[config.mk]
export PLATFORM = sky130hd
export DESIGN_NAME = mem_bridge
export DESIGN_NICKNAME = d
export VERILOG_FILES = /design/src/rtl/mem_bridge.sv
export SDC_FILE = /design/constraint.sdc
export NUM_CORES = 1
export LEC_CHECK = 0
export CORE_MARGIN = 4
export CORE_UTILIZATION = 47
export DETAILED_ROUTE_END_ITERATION = 8
export PLACE_DENSITY = 0.81
export REMOVE_ABC_BUFFERS = 1
export SYNTH_ARGS = -nofsm -noshare
export SYNTH_HDL_FRONTEND = slang
export SYNTH_SLANG_ARGS = --single-unit
[constraint.sdc]
create_clock -name clk -period 2.3 [get_ports clk]
set_clock_uncertainty 0.15 [all_clocks]
set_input_delay 0.23 -clock clk [delete_from_list [all_inputs] [get_ports clk]]
set_output_delay 0.23 -clock clk [all_outputs]
set_load 0.005 [all_outputs]
[src/rtl/mem_bridge.sv]
// 16-bit CPU to 8-bit synchronous SRAM bridge: splits one CPU access into
// 0-2 little-endian byte accesses and reassembles read data.
module mem_bridge #(
  parameter int unsigned ADDR_W = 16
) (
  input  logic              clk,
  input  logic              reset,
  input  logic              req,
  input  logic              we,
  input  logic [ADDR_W-1:0] addr,
  input  logic [15:0]       wdata,
  input  logic [1:0]        byte_enable,
  output logic [15:0]       rdata,
  output logic              ready,
  output logic [ADDR_W-1:0] sram_addr,
  output logic [7:0]        sram_dout,
  input  logic [7:0]        sram_din,
  output logic              sram_we,
  output logic              sram_oe
);

  typedef enum logic [2:0] {
    IDLE,
    LO,
    HI,
    CAP,
    DONE
  } state_t;

  localparam logic [ADDR_W-1:0] LANE_HI = ADDR_W'(1);

  state_t            state;
  state_t            state_nxt;
  logic              we_q;
  logic [ADDR_W-1:0] addr_q;
  logic [15:0]       wdata_q;
  logic [1:0]        be_q;
  logic [7:0]        lo_buf;

  always_ff @(posedge clk or negedge reset) begin
    if (!reset) begin
      state   <= IDLE;
      we_q    <= 1'b0;
      addr_q  <= '0;
      wdata_q <= '0;
      be_q    <= '0;
      lo_buf  <= '0;
      rdata   <= '0;
    end else begin
      state <= state_nxt;
      if (state == IDLE && req) begin
        we_q    <= we;
        addr_q  <= addr;
        wdata_q <= wdata;
        be_q    <= byte_enable;
      end
      // Low byte of a word read arrives during HI; park it so rdata only
      // changes once, on entry to DONE, with the whole word.
      if (state == HI && !we_q && be_q[0]) begin
        lo_buf <= sram_din;
      end
      if (state == CAP) begin
        rdata <= {be_q[1] ? sram_din : 8'h00,
                  be_q[0] ? (be_q[1] ? lo_buf : sram_din) : 8'h00};
      end
    end
  end

  always_comb begin
    state_nxt = state;
    ready     = 1'b0;
    sram_we   = 1'b0;
    sram_oe   = 1'b0;
    sram_addr = '0;
    sram_dout = '0;
    case (state)
      IDLE: begin
        if (req) begin
          if (byte_enable == 2'b00) begin
            state_nxt = DONE;
          end else if (byte_enable[0]) begin
            state_nxt = LO;
          end else begin
            state_nxt = HI;
          end
        end
      end
      LO: begin
        sram_addr = addr_q & ~LANE_HI;
        sram_we   = we_q;
        sram_oe   = !we_q;
        sram_dout = we_q ? wdata_q[7:0] : 8'h00;
        if (be_q[1]) begin
          state_nxt = HI;
        end else begin
          state_nxt = we_q ? DONE : CAP;
        end
      end
      HI: begin
        sram_addr = addr_q | LANE_HI;
        sram_we   = we_q;
        sram_oe   = !we_q;
        sram_dout = we_q ? wdata_q[15:8] : 8'h00;
        state_nxt = we_q ? DONE : CAP;
      end
      CAP: begin
        state_nxt = DONE;
      end
      DONE: begin
        ready     = 1'b1;
        state_nxt = IDLE;
      end
      default: begin
        state_nxt = IDLE;
      end
    endcase
  end

endmodule
[After elaboration in Yosys (flattened, before gate mapping)]
Index checks and enable logic that the tools add are counted.
Cells by class
  equality and inequality tests: 5
  mux-type cells: 16
  reduce and logical (&&, ||, !) cells: 7
Operators by type and width (number)
  $mux 8: 5
  $pmux 16 s2: 1
  $pmux 8 s2: 1
  $mux 3: 4
  $pmux 3 s4: 1
  $eq 3x2->1 const B: 2
  $eq 3x1->1 const B: 1
  $eq 3x3->1 const B: 1
  $logic_and 1x1->1: 3
  $logic_not 3->1: 1
  $mux 1: 3
  $logic_not 2->1: 1
  $mux 2: 1
  $ne 2x2->1 const B: 1
  $reduce_or 2->1: 1
  $logic_not 1->1: 1
Word-level totals
  logic and storage cells: 35
  register bits: 62
  input port bits: 46

[Depth between registers and ports, before layout]
Gate-level depths: netlist of the first run.
  depth in word-level cells: 4
  mapped depth: 5

[Worst setup path before layout of the first run]
No wires, ideal clock.
  path type: reg-to-reg
  start point: reg state[0]
  end point: reg addr_q[10]
  data required time: 2025 ps
  cell stages (with the launch flop): 5
  setup time: 125 ps
  arrival time: 1511 ps
  setup slack: 514 ps
  cell sequence: dfrtp_1 -> buf_6 -> nor4b_4 -> buf_6 -> mux2_4
Between the ends
  longest elaborated chain between the ends: 2
Ends and longest elaborated chain
  start, declared: line 32  | state_t state;
  start signal, assigned: line 50  | state <= state_nxt;
  $logic_not 3->1: line 51  | if (state == IDLE && req) begin
  $logic_and 1x1->1: line 51
  end signal, assigned: line 53  | addr_q <= addr;
  end, declared: line 35  | logic [ADDR_W-1:0] addr_q;
Every way passes these cells.
A chain may end at the register's enable or synchronous reset.

[Worst setup path after layout of the first run]
  start point: reg state[0]
  end point: out sram_oe
Between the ends
  longest elaborated chain between the ends: 3
Ends and longest elaborated chain
  $eq 3x2->1 or $eq 3x1->1 (tied branches): line 76  | case (state)
  $reduce_or 2->1 (no line) *
  $mux 1 *
  end, declared: line 19  | output logic sram_oe
Mark *: on every way between the ends. The rest lies on a longest branch, timed or not.

==> results.sh, run 1 <==
export IMPL_gp_congestion=0.7744
export IMPL_pin_count=89
export IMPL_cts_buffer_depth=2
export IMPL_syn2layout_area_growth_pct=41.17
export IMPL_fin_hold_ws_ns=0.2250
export IMPL_n_antenna_cell=0
export IMPL_startpoint_type="flip-flop"
export IMPL_drive_above_1_share_pct=23.68
export IMPL_ys_ff_latch=61
export IMPL_htree_levels=3
export IMPL_startpoint="state[0]"
export IMPL_end_kind="primary output"
export IMPL_fp_dieH_um=86.05
export IMPL_hold_viol=0
export IMPL_ys_top_cells_by_area="dfrtp_1 (53%), mux2_4 (16%), mux2_2 (4.7%)"
export IMPL_yosysSeqAreaShare_pct=53.32
export IMPL_ys_warnings_count=0
export IMPL_drt_pre_antenna_iters=4
export IMPL_outcome="finished, final reports clean"
export IMPL_die_width_um=86.05
export IMPL_final_cell_mix="clkdlybuf4s50_1 (82), dfrtp_1 (60), mux2_4 (30)"
export IMPL_vias=2024
export IMPL_period_needed_ns=2.259
export IMPL_setup_viol=0
export IMPL_path_clk_slew_ns=0.07
export IMPL_stdcell_count=396
export IMPL_via_per_inst=5.111
export IMPL_core_um2=5921
export IMPL_synth_area_um2=2863
export IMPL_timing_rr_start="state[0]"
export IMPL_slew_violations=0
export IMPL_synth_cells=223
export IMPL_cp_required_ns=1.92
export IMPL_p_leak_nw=1.825
export IMPL_crit_fanout=9
export IMPL_grt_pass1_wl_um=10340
export IMPL_worstMarginPinSlew_ns=0.7738
export IMPL_setup_slack_ns=0.04084
export IMPL_clock_tree_root_cell="clkbuf_8"
export IMPL_fmax_ghz=0.4426
export IMPL_pre_cts_slack_ns=0.2771
export IMPL_peakVddDrop_mv=0.6330
export IMPL_grt_usage_pct=17.89
export IMPL_rsz0062_at_grt="true"
export IMPL_dp_cells=379
export IMPL_final_common_cell="clkdlybuf4s50_1"
export IMPL_grt_max_degree=33
export IMPL_antenna_left=0
export IMPL_numCtsBuffers=9
export IMPL_routed_wl_um=6162
export IMPL_cts_sinks=61
export IMPL_layout_nets=363
export IMPL_fin_total_pwr_mw=5.374
export IMPL_synth_largest_area_cell="dfrtp_1"
export IMPL_avgSynthCellArea_um2=12.84
export IMPL_path_class="flip-flop to primary output"
export IMPL_post_cts_setup_buffer_count=0
export IMPL_drc=0
export IMPL_start_util_pct=48.35
export IMPL_hold_class="input pin to async pin"
export IMPL_gr_total_overflow=0
export IMPL_power_density_nw_per_um2=1330
export IMPL_drt_iter0_markers=92
export IMPL_numPortBuffers=87
export IMPL_avgRoutedWirePerCell_um=15.56
export IMPL_drv_cap=0
export IMPL_die_area_um2=7404
export IMPL_cts_tree="done"
export IMPL_dp_hpwl_um=4259
export IMPL_cp_arrival_ns=1.88
export IMPL_grt_pass1_vias=2111
export IMPL_antenna_found_initial=0
export IMPL_period_share_pct=98.22
export IMPL_rows=28
export IMPL_clock_latency_ns=0.33
export IMPL_relSlewSlack_pct=48.41
export IMPL_ys_types=30
export IMPL_synth_top_area_share_pct=53.32
export IMPL_fin_util_pct=68.26
critical path, cell delays in order, from the launching register on:
cell	delay (ns)
dfrtp_1	0.39
and2b_2	0.26
o21ba_4	0.21
nor2b_1	0.17
clkdlybuf4s50_1	0.52
cell usage after synthesis:
library cell	number
a211oi_1	1
a21oi_1	1
a22o_1	8
a22oi_1	8
and2_1	16
and2b_1	2
buf_1	1
buf_2	3
buf_4	1
buf_6	4
clkbuf_1	6
dfrtp_1	61
inv_1	1
mux2_2	12
mux2_4	30
mux2i_1	8
nand2_1	17
nand2b_1	3
nand3b_1	1
nand3b_2	1
nor2_1	17
nor2b_1	1
nor3_1	1
nor3b_1	2
nor3b_2	1
nor4_1	2
nor4b_4	1
o21a_1	2
o21ai_0	10
o21ba_2	1
metrics by stage:
step | setup TNS (ns) | instance area (µm²)
5_1_grt | -0.1171 | 4041
3_3_place_gp | 0 | 3796
2_1_floorplan | -20.81 | 2769
3_5_place_dp | 0 | 3796
6_report | 0 | 4041
4_1_cts | 0 | 4013
cells by family (layout without fill, tap and decap cells):
family	after synthesis	count (layout)	synth area share, %
AO/OA/AOI/OAI	31	32	7.605
multiplexers	50	50	23.25
buffers and inverters	16	113	3.409
flip-flops	61	61	53.32
AND/OR/NAND/NOR	65	65	12.41
report_power, final:
group / internal [mW] / total (mW) / switching [mW]
Combinational: 1.60 / 2.43 / 0.825
Clock: 0.549 / 0.947 / 0.398
Sequential: 1.60 / 2.00 / 0.397
state kept, by name, indices dropped and copies added, names as in the netlist:
| register | cells |
|---|---|
| we_q | 1 |
| wdata_q | 16 |
| rdata | 16 |
| addr_q | 15 |
| lo_buf | 8 |
| be_q | 2 |
| state | 3 |
routing by layer:
layer  wire length, µm  track usage (%)  share of wire, %
met1              2661            23.57                43
met5                 0                0                 0
met3               458            5.379               7.4
met2              2931            27.75                48
met4               112            6.906               1.8
worst paths after layout:
check / slack [ns] / to / cells after the start
max: 0.04 / sram_oe / 4
min: 0.22 / rdata[10] / 2
max reg2reg: 0.41 / addr_q[6] / 4
min in group clk: 0.33 / rdata[8] / 2
min reg2reg: 0.33 / rdata[8] / 2
max in group asynchronous: 1.09 / wdata_q[10] / 3
repair_timing:
action | in CTS | in global routing
gates resized for setup | 2 | 8
setup endpoints to repair | 17 | 21
hold endpoints to repair | 17 | 0
pin swaps | 0 | 1
hold buffers | 1 | 0
gates cloned | 0 | 1
layout make-up:
class,count,area (µm²)
flip-flops and latches,61,1528
clock buffers,11,151.4
well taps,75,93.84
multi-input cells,147,1260
repair buffers,97,957.2
inverters,1,3.754
fillers,449,1879
clock inverters,4,47.55
Note: power is estimated with default switching activity, not from simulation.
==> run 2: changes to the inputs <==
Settings changed: CORE_ASPECT_RATIO set to 2.
==> run 2 against run 1 <==
Net effect:
- register-to-register slack got worse by 0.02 ns
- cell count fell by 3.0%
- worst hold slack improved by 0.095 ns
- non-clock buffer count did not move
- utilization rose by 1.3 points
- design area rose by 2.5%
- die area rose by 1.0%
- sequential cell count did not move
- maximum frequency fell by 0.15%
- clock power rose by 37%
- count of clock-buffer cells in the layout rose by 4
- combinational power rose by 2%
==> results.sh, run 2 (synthesis results as in run 1) <==
export IMPL_cts_sinks=61
export IMPL_hold_viol=0
export IMPL_finalSetupTns_ns=0
export IMPL_grt_pass1_vias=2184
export IMPL_avgRoutedWirePerCell_um=17.46
export IMPL_cp_arrival_ns=1.88
export IMPL_pre_cts_slack_ns=0.2747
export IMPL_htree_levels=3
export IMPL_grt_usage_pct=18.26
export IMPL_seq_power_share_pct=34.6
export IMPL_gp_congestion=0.7941
export IMPL_seqCellArea_um2=1526
export IMPL_power_density_nw_per_um2=1400
export IMPL_die_width_um=63.19
export IMPL_die_area_um2=7479
export IMPL_pwr_share_comb_pct=42.9
export IMPL_period_share_pct=98.38
export IMPL_path_clk_slew_ns=0.05
export IMPL_rows=40
export IMPL_switching_share_pct=29.42
export IMPL_period_needed_ns=2.263
export IMPL_cts_buffer_depth=2
export IMPL_numCtsBuffers=9
export IMPL_start_util_pct=48.07
export IMPL_outcome="finished, final reports clean"
export IMPL_core_um2=5956
export IMPL_startpoint_type="flip-flop"
export IMPL_routed_wl_um=6704
export IMPL_worstMarginPinSlew_ns=0.8130
export IMPL_dp_hpwl_um=4645
export IMPL_drt_iter0_markers=77
export IMPL_path_class="flip-flop to primary output"
export IMPL_antenna_left=0
export IMPL_grt_pass1_wl_um=10390
export IMPL_setup_slack_ns=0.03735
export IMPL_rsz0062_at_grt="true"
export IMPL_final_cell_mix="clkdlybuf4s50_1 (80), dfrtp_1 (61), mux2_4 (30)"
export IMPL_cts_tree="done"
export IMPL_slew_violations=0
export IMPL_drt_pre_antenna_iters=4
export IMPL_clock_tree_root_cell="clkbuf_16"
export IMPL_numPortBuffers=87
export IMPL_p_int_mw=4.091
export IMPL_vias=2042
export IMPL_syn2layout_area_growth_pct=44.67
export IMPL_drive_above_1_share_pct=22.74
export IMPL_p_sw_mw=1.705
export IMPL_fin_total_pwr_mw=5.797
export IMPL_largestRegisters="rdata (16), wdata_q (16), addr_q (15)"
export IMPL_peakVddDrop_mv=0.8787
export IMPL_end_kind="primary output"
export IMPL_n_fill_cell=434
export IMPL_via_per_inst=5.318
export IMPL_cp_required_ns=1.92
export IMPL_final_common_cell="clkdlybuf4s50_1"
export IMPL_crit_fanout=9
export IMPL_setup_viol=0
export IMPL_n_antenna_cell=0
export IMPL_relSlewSlack_pct=45.80
export IMPL_power_frac_clock_pct=22.5
export IMPL_multi_input_comb_area_um2=1264
export IMPL_gr_total_overflow=0
export IMPL_pin_count=89
export IMPL_postLayoutCellArea_um2=4141
export IMPL_hold_class="input pin to async pin"
export IMPL_fmax_ghz=0.4420
export IMPL_antenna_found_initial=0
export IMPL_fp_dieH_um=118.4
export IMPL_place_area_um2=3794
export IMPL_grt_max_degree=36
export IMPL_drc=0
export IMPL_layout_nets=363
export IMPL_p_leak_nw=1.903
export IMPL_drv_cap=0
export IMPL_clock_latency_ns=0.32
[run 2: cell count changes in the layout (fill, tap and decap cells not counted), sizes merged]
cell / previous run / this run
bufinv: 1 / 0
clkbuf: 11 / 15
clkdlybuf4s50: 82 / 80
clkinv: 2 / 0
clkinvlp: 1 / 0
dlygate4sd2: 0 / 1
dlymetal6s2s: 4 / 5
[run 2: layout make-up]
type                    instances  area share [%]
flip-flops and latches         61           36.86
multi-input cells             147           30.51
repair buffers                 97           23.44
clock buffers                  15           7.190
well taps                      63           1.903
inverters                       1         0.09063
[run 2: worst paths after layout]
path | startpoint | end | slack, ns | cells past startpoint
worst min register to register | rdata[15] | rdata[15] | 0.33 | 2
min in group clk | rdata[15] | rdata[15] | 0.33 | 2
worst max register to register | state[0] | addr_q[5] | 0.39 | 4
max in group asynchronous | reset | state[2] | 1.06 | 3
worst max-delay path | state[0] | sram_addr[14] | 0.04 | 4
worst min-delay path | reset | rdata[14] | 0.32 | 2
[run 2: metal layers]
layer	global-route usage (%)	share of wire, %	wire length (µm)	vias to the layer above
li1	-	-	-	962
met1	19.05	37	2477	1010
met2	32.10	56	3773	57
met3	5.418	4.1	278	13
met4	9.878	2.6	175	0
met5	0	0	0	-
[run 2: per-stage QoR]
step / hold WS, ns / util (%) / cells
global route: 0.3520 / 69.54 / 384
detailed placement: 0.1408 / 63.70 / 367
finish: 0.3204 / 69.54 / 384
floorplan: -0.2156 / - / 208
global placement: 0.1237 / 63.70 / 367
CTS: 0.3290 / 68.95 / 383
[run 2: repair_timing]
action | 4_1_cts | 5_1_grt
gates resized for setup | 2 | 9
gates cloned | 0 | 1
buffers inserted | 0 | 0
hold endpoints to repair | 26 | 0
pin swaps | 0 | 1
endpoints found under the setup margin | 17 | 15
hold buffers | 1 | 0
[run 2: power by group through the flow]
stage	sequential, mW	combinational [mW]	clock, mW
after detailed placement	2.00	2.45	0
final	2.01	2.49	1.30
after floorplan	1.94	1.38	0
after global placement	1.97	2.39	0
after global routing	2.08	2.67	1.38
after CTS	2.00	2.48	1.32
[run 2: critical path, stage by stage, from the launching register on]
cell and delay, ns:
dfrtp_1 0.40, and2b_2 0.27, o21ba_4 0.22, and2_1 0.16, clkdlybuf4s50_1 0.51
==> run 3: changes to the inputs <==
Settings changed: CTS_CLUSTER_SIZE set to 28, GPL_TIMING_DRIVEN set to 0.
==> run 3 against run 2 <==
Net effect:
- cell count rose by 0.78%
- register-to-register slack got worse by 0.28 ns
- worst setup slack improved by 0.012 ns
- critical path depth did not move
- routed wire length rose by 3.9%
- die area did not move
- sequential share of layout area fell by 0.50 points
- worst hold slack got worse by 0.056 ns
- highest routed layer unchanged
==> results.sh, run 3 (synthesis results as in run 1) <==
export IMPL_p_leak_nw=2.129
export IMPL_die_area_um2=7479
export IMPL_end_kind="primary output"
export IMPL_core_um2=5956
export IMPL_stdcell_count=387
export IMPL_numCtsBuffers=9
export IMPL_fin_util_pct=70.61
export IMPL_pre_cts_slack_ns=-0.1727
export IMPL_dp_cells=362
export IMPL_htree_levels=3
export IMPL_cts_tree="done"
export IMPL_crit_family="buffers and inverters"
export IMPL_numPortBuffers=87
export IMPL_gp_congestion=0.7304
export IMPL_drt_pre_antenna_iters=4
export IMPL_cts_buffer_depth=2
export IMPL_crit_chain="and2b_4 > o21ba_4 > and2_1 > clkdlybuf4s50_1"
export IMPL_worstMarginPinSlew_ns=0.8045
export IMPL_syn2layout_area_growth_pct=46.90
export IMPL_reg2reg_slack_ns=0.11
export IMPL_critPathMaxStageDelay_ns=0.49
export IMPL_clock_tree_root_cell="clkbuf_16"
export IMPL_pin_count=89
export IMPL_power_density_nw_per_um2=1377
export IMPL_timing_rr_start="state[0]"
export IMPL_crit_fanout=8
export IMPL_drv_cap=0
export IMPL_period_needed_ns=2.251
export IMPL_cts_sinks=61
export IMPL_setup_viol=0
export IMPL_hold_class="input pin to async pin"
export IMPL_cp_arrival_ns=1.87
export IMPL_hold_viol=0
export IMPL_avgRoutedWirePerCell_um=18.00
export IMPL_routed_wl_um=6966
export IMPL_relSlewSlack_pct=46.37
export IMPL_rsz0062_at_grt="true"
export IMPL_dp_hpwl_um=4545
export IMPL_n_antenna_cell=0
export IMPL_final_cell_mix="clkdlybuf4s50_1 (66), dfrtp_1 (59), mux2_4 (30)"
export IMPL_r2r_end="addr_q[5]"
export IMPL_drt_iter0_markers=64
export IMPL_final_common_cell="clkdlybuf4s50_1"
export IMPL_startpoint_type="flip-flop"
export IMPL_drc=0
export IMPL_period_share_pct=97.87
export IMPL_antenna_left=0
export IMPL_setup_slack_ns=0.04900
export IMPL_layout_nets=365
export IMPL_largestRegisters="rdata (16), wdata_q (16), addr_q (15)"
export IMPL_peakVddDrop_mv=0.7668
export IMPL_fp_dieH_um=118.4
export IMPL_clock_latency_ns=0.32
export IMPL_grt_pass1_vias=2229
export IMPL_drive_above_1_share_pct=23.15
export IMPL_grt_usage_pct=19.49
export IMPL_die_width_um=63.19
export IMPL_antenna_found_initial=0
export IMPL_start_util_pct=48.07
export IMPL_grt_pass1_wl_um=11070
export IMPL_gr_total_overflow=0
export IMPL_vias=2121
export IMPL_via_per_inst=5.481
export IMPL_slew_violations=0
export IMPL_cp_required_ns=1.92
export IMPL_path_class="flip-flop to primary output"
export IMPL_reg2regPathDepth=5
export IMPL_outcome="finished, final reports clean"
export IMPL_cp_slowest_cell="clkdlybuf4s50_1"
export IMPL_path_clk_slew_ns=0.05
export IMPL_rows=40
export IMPL_grt_max_degree=41
export IMPL_fmax_ghz=0.4442
export IMPL_path_buf_inv=1
[run 3: cell types whose count changed in the layout (fill, tap and decap cells not counted), sizes merged]
cell / change
clkdlybuf4s50: -14
clkinv: +1
dlymetal6s2s: +14
nand3b: +1
o21ba: +1
[run 3: repair_timing]
| item | CTS | global route |
|---|---|---|
| resized for setup | 10 | 22 |
| endpoints found under the hold margin | 21 | 0 |
| setup endpoints to repair | 25 | 23 |
| cloned | 1 | 2 |
| setup buffers | 5 | 0 |
| hold buffers | 1 | 0 |
| pin swaps | 1 | 0 |
[run 3: worst max-delay path by stage]
stage / start / endpoint / slack (ns) / depth (start not counted)
3_3_place_gp: req / addr_q[5] / -1.27 / 3
2_1_floorplan: state[0] / addr_q[5] / -0.69 / 2
3_5_place_dp: state[0] / sram_addr[15] / -0.17 / 4
5_1_grt: state[1] / sram_addr[12] / -0.005 / 4
4_1_cts: state[1] / sram_addr[15] / -0.005 / 4
6_report: state[1] / sram_addr[12] / 0.05 / 4
[run 3: per-stage QoR]
step	setup TNS, ns	cell area (µm²)	hold slack, ns	power (mW)
3_5_place_dp	-2.477	3775	0.08522	4.422
5_1_grt	-0.005176	4205	0.3088	6.147
2_1_floorplan	-20.81	2769	-0.2156	3.323
6_report	0	4205	0.2645	5.790
4_1_cts	-0.01374	4128	0.2753	5.825
3_3_place_gp	-106.78	3719	0.3104	4.308
[run 3: final cells by class]
| class | instances | area [µm²] |
|---|---|---|
| Fill cell | 439 | 1750 |
| Sequential cell | 61 | 1529 |
| Multi-Input combinational cell | 149 | 1292 |
| Timing Repair Buffer | 97 | 1028 |
| Clock buffer | 15 | 267.8 |
| Tap cell | 63 | 78.83 |
| Clock inverter | 1 | 5.005 |
| Inverter | 1 | 3.754 |
[run 3: per-layer routing]
metal / up-vias / GRT usage [%] / wire length, µm
met5: - / 0 / 0
met2: 65 / 34.35 / 3876
met4: 0 / 10.28 / 243
li1: 979 / - / -
met3: 18 / 4.753 / 293
met1: 1059 / 21.06 / 2552
[run 3: report_power, final]
group | leakage [nW] | switching [mW] | internal, mW | total, mW
Sequential | 0.738 | 0.422 | 1.61 | 2.03
Combinational | 1.26 | 0.890 | 1.66 | 2.55
Clock | 0.134 | 0.429 | 0.785 | 1.21
Total | 2.13 | 1.74 | 4.05 | 5.79
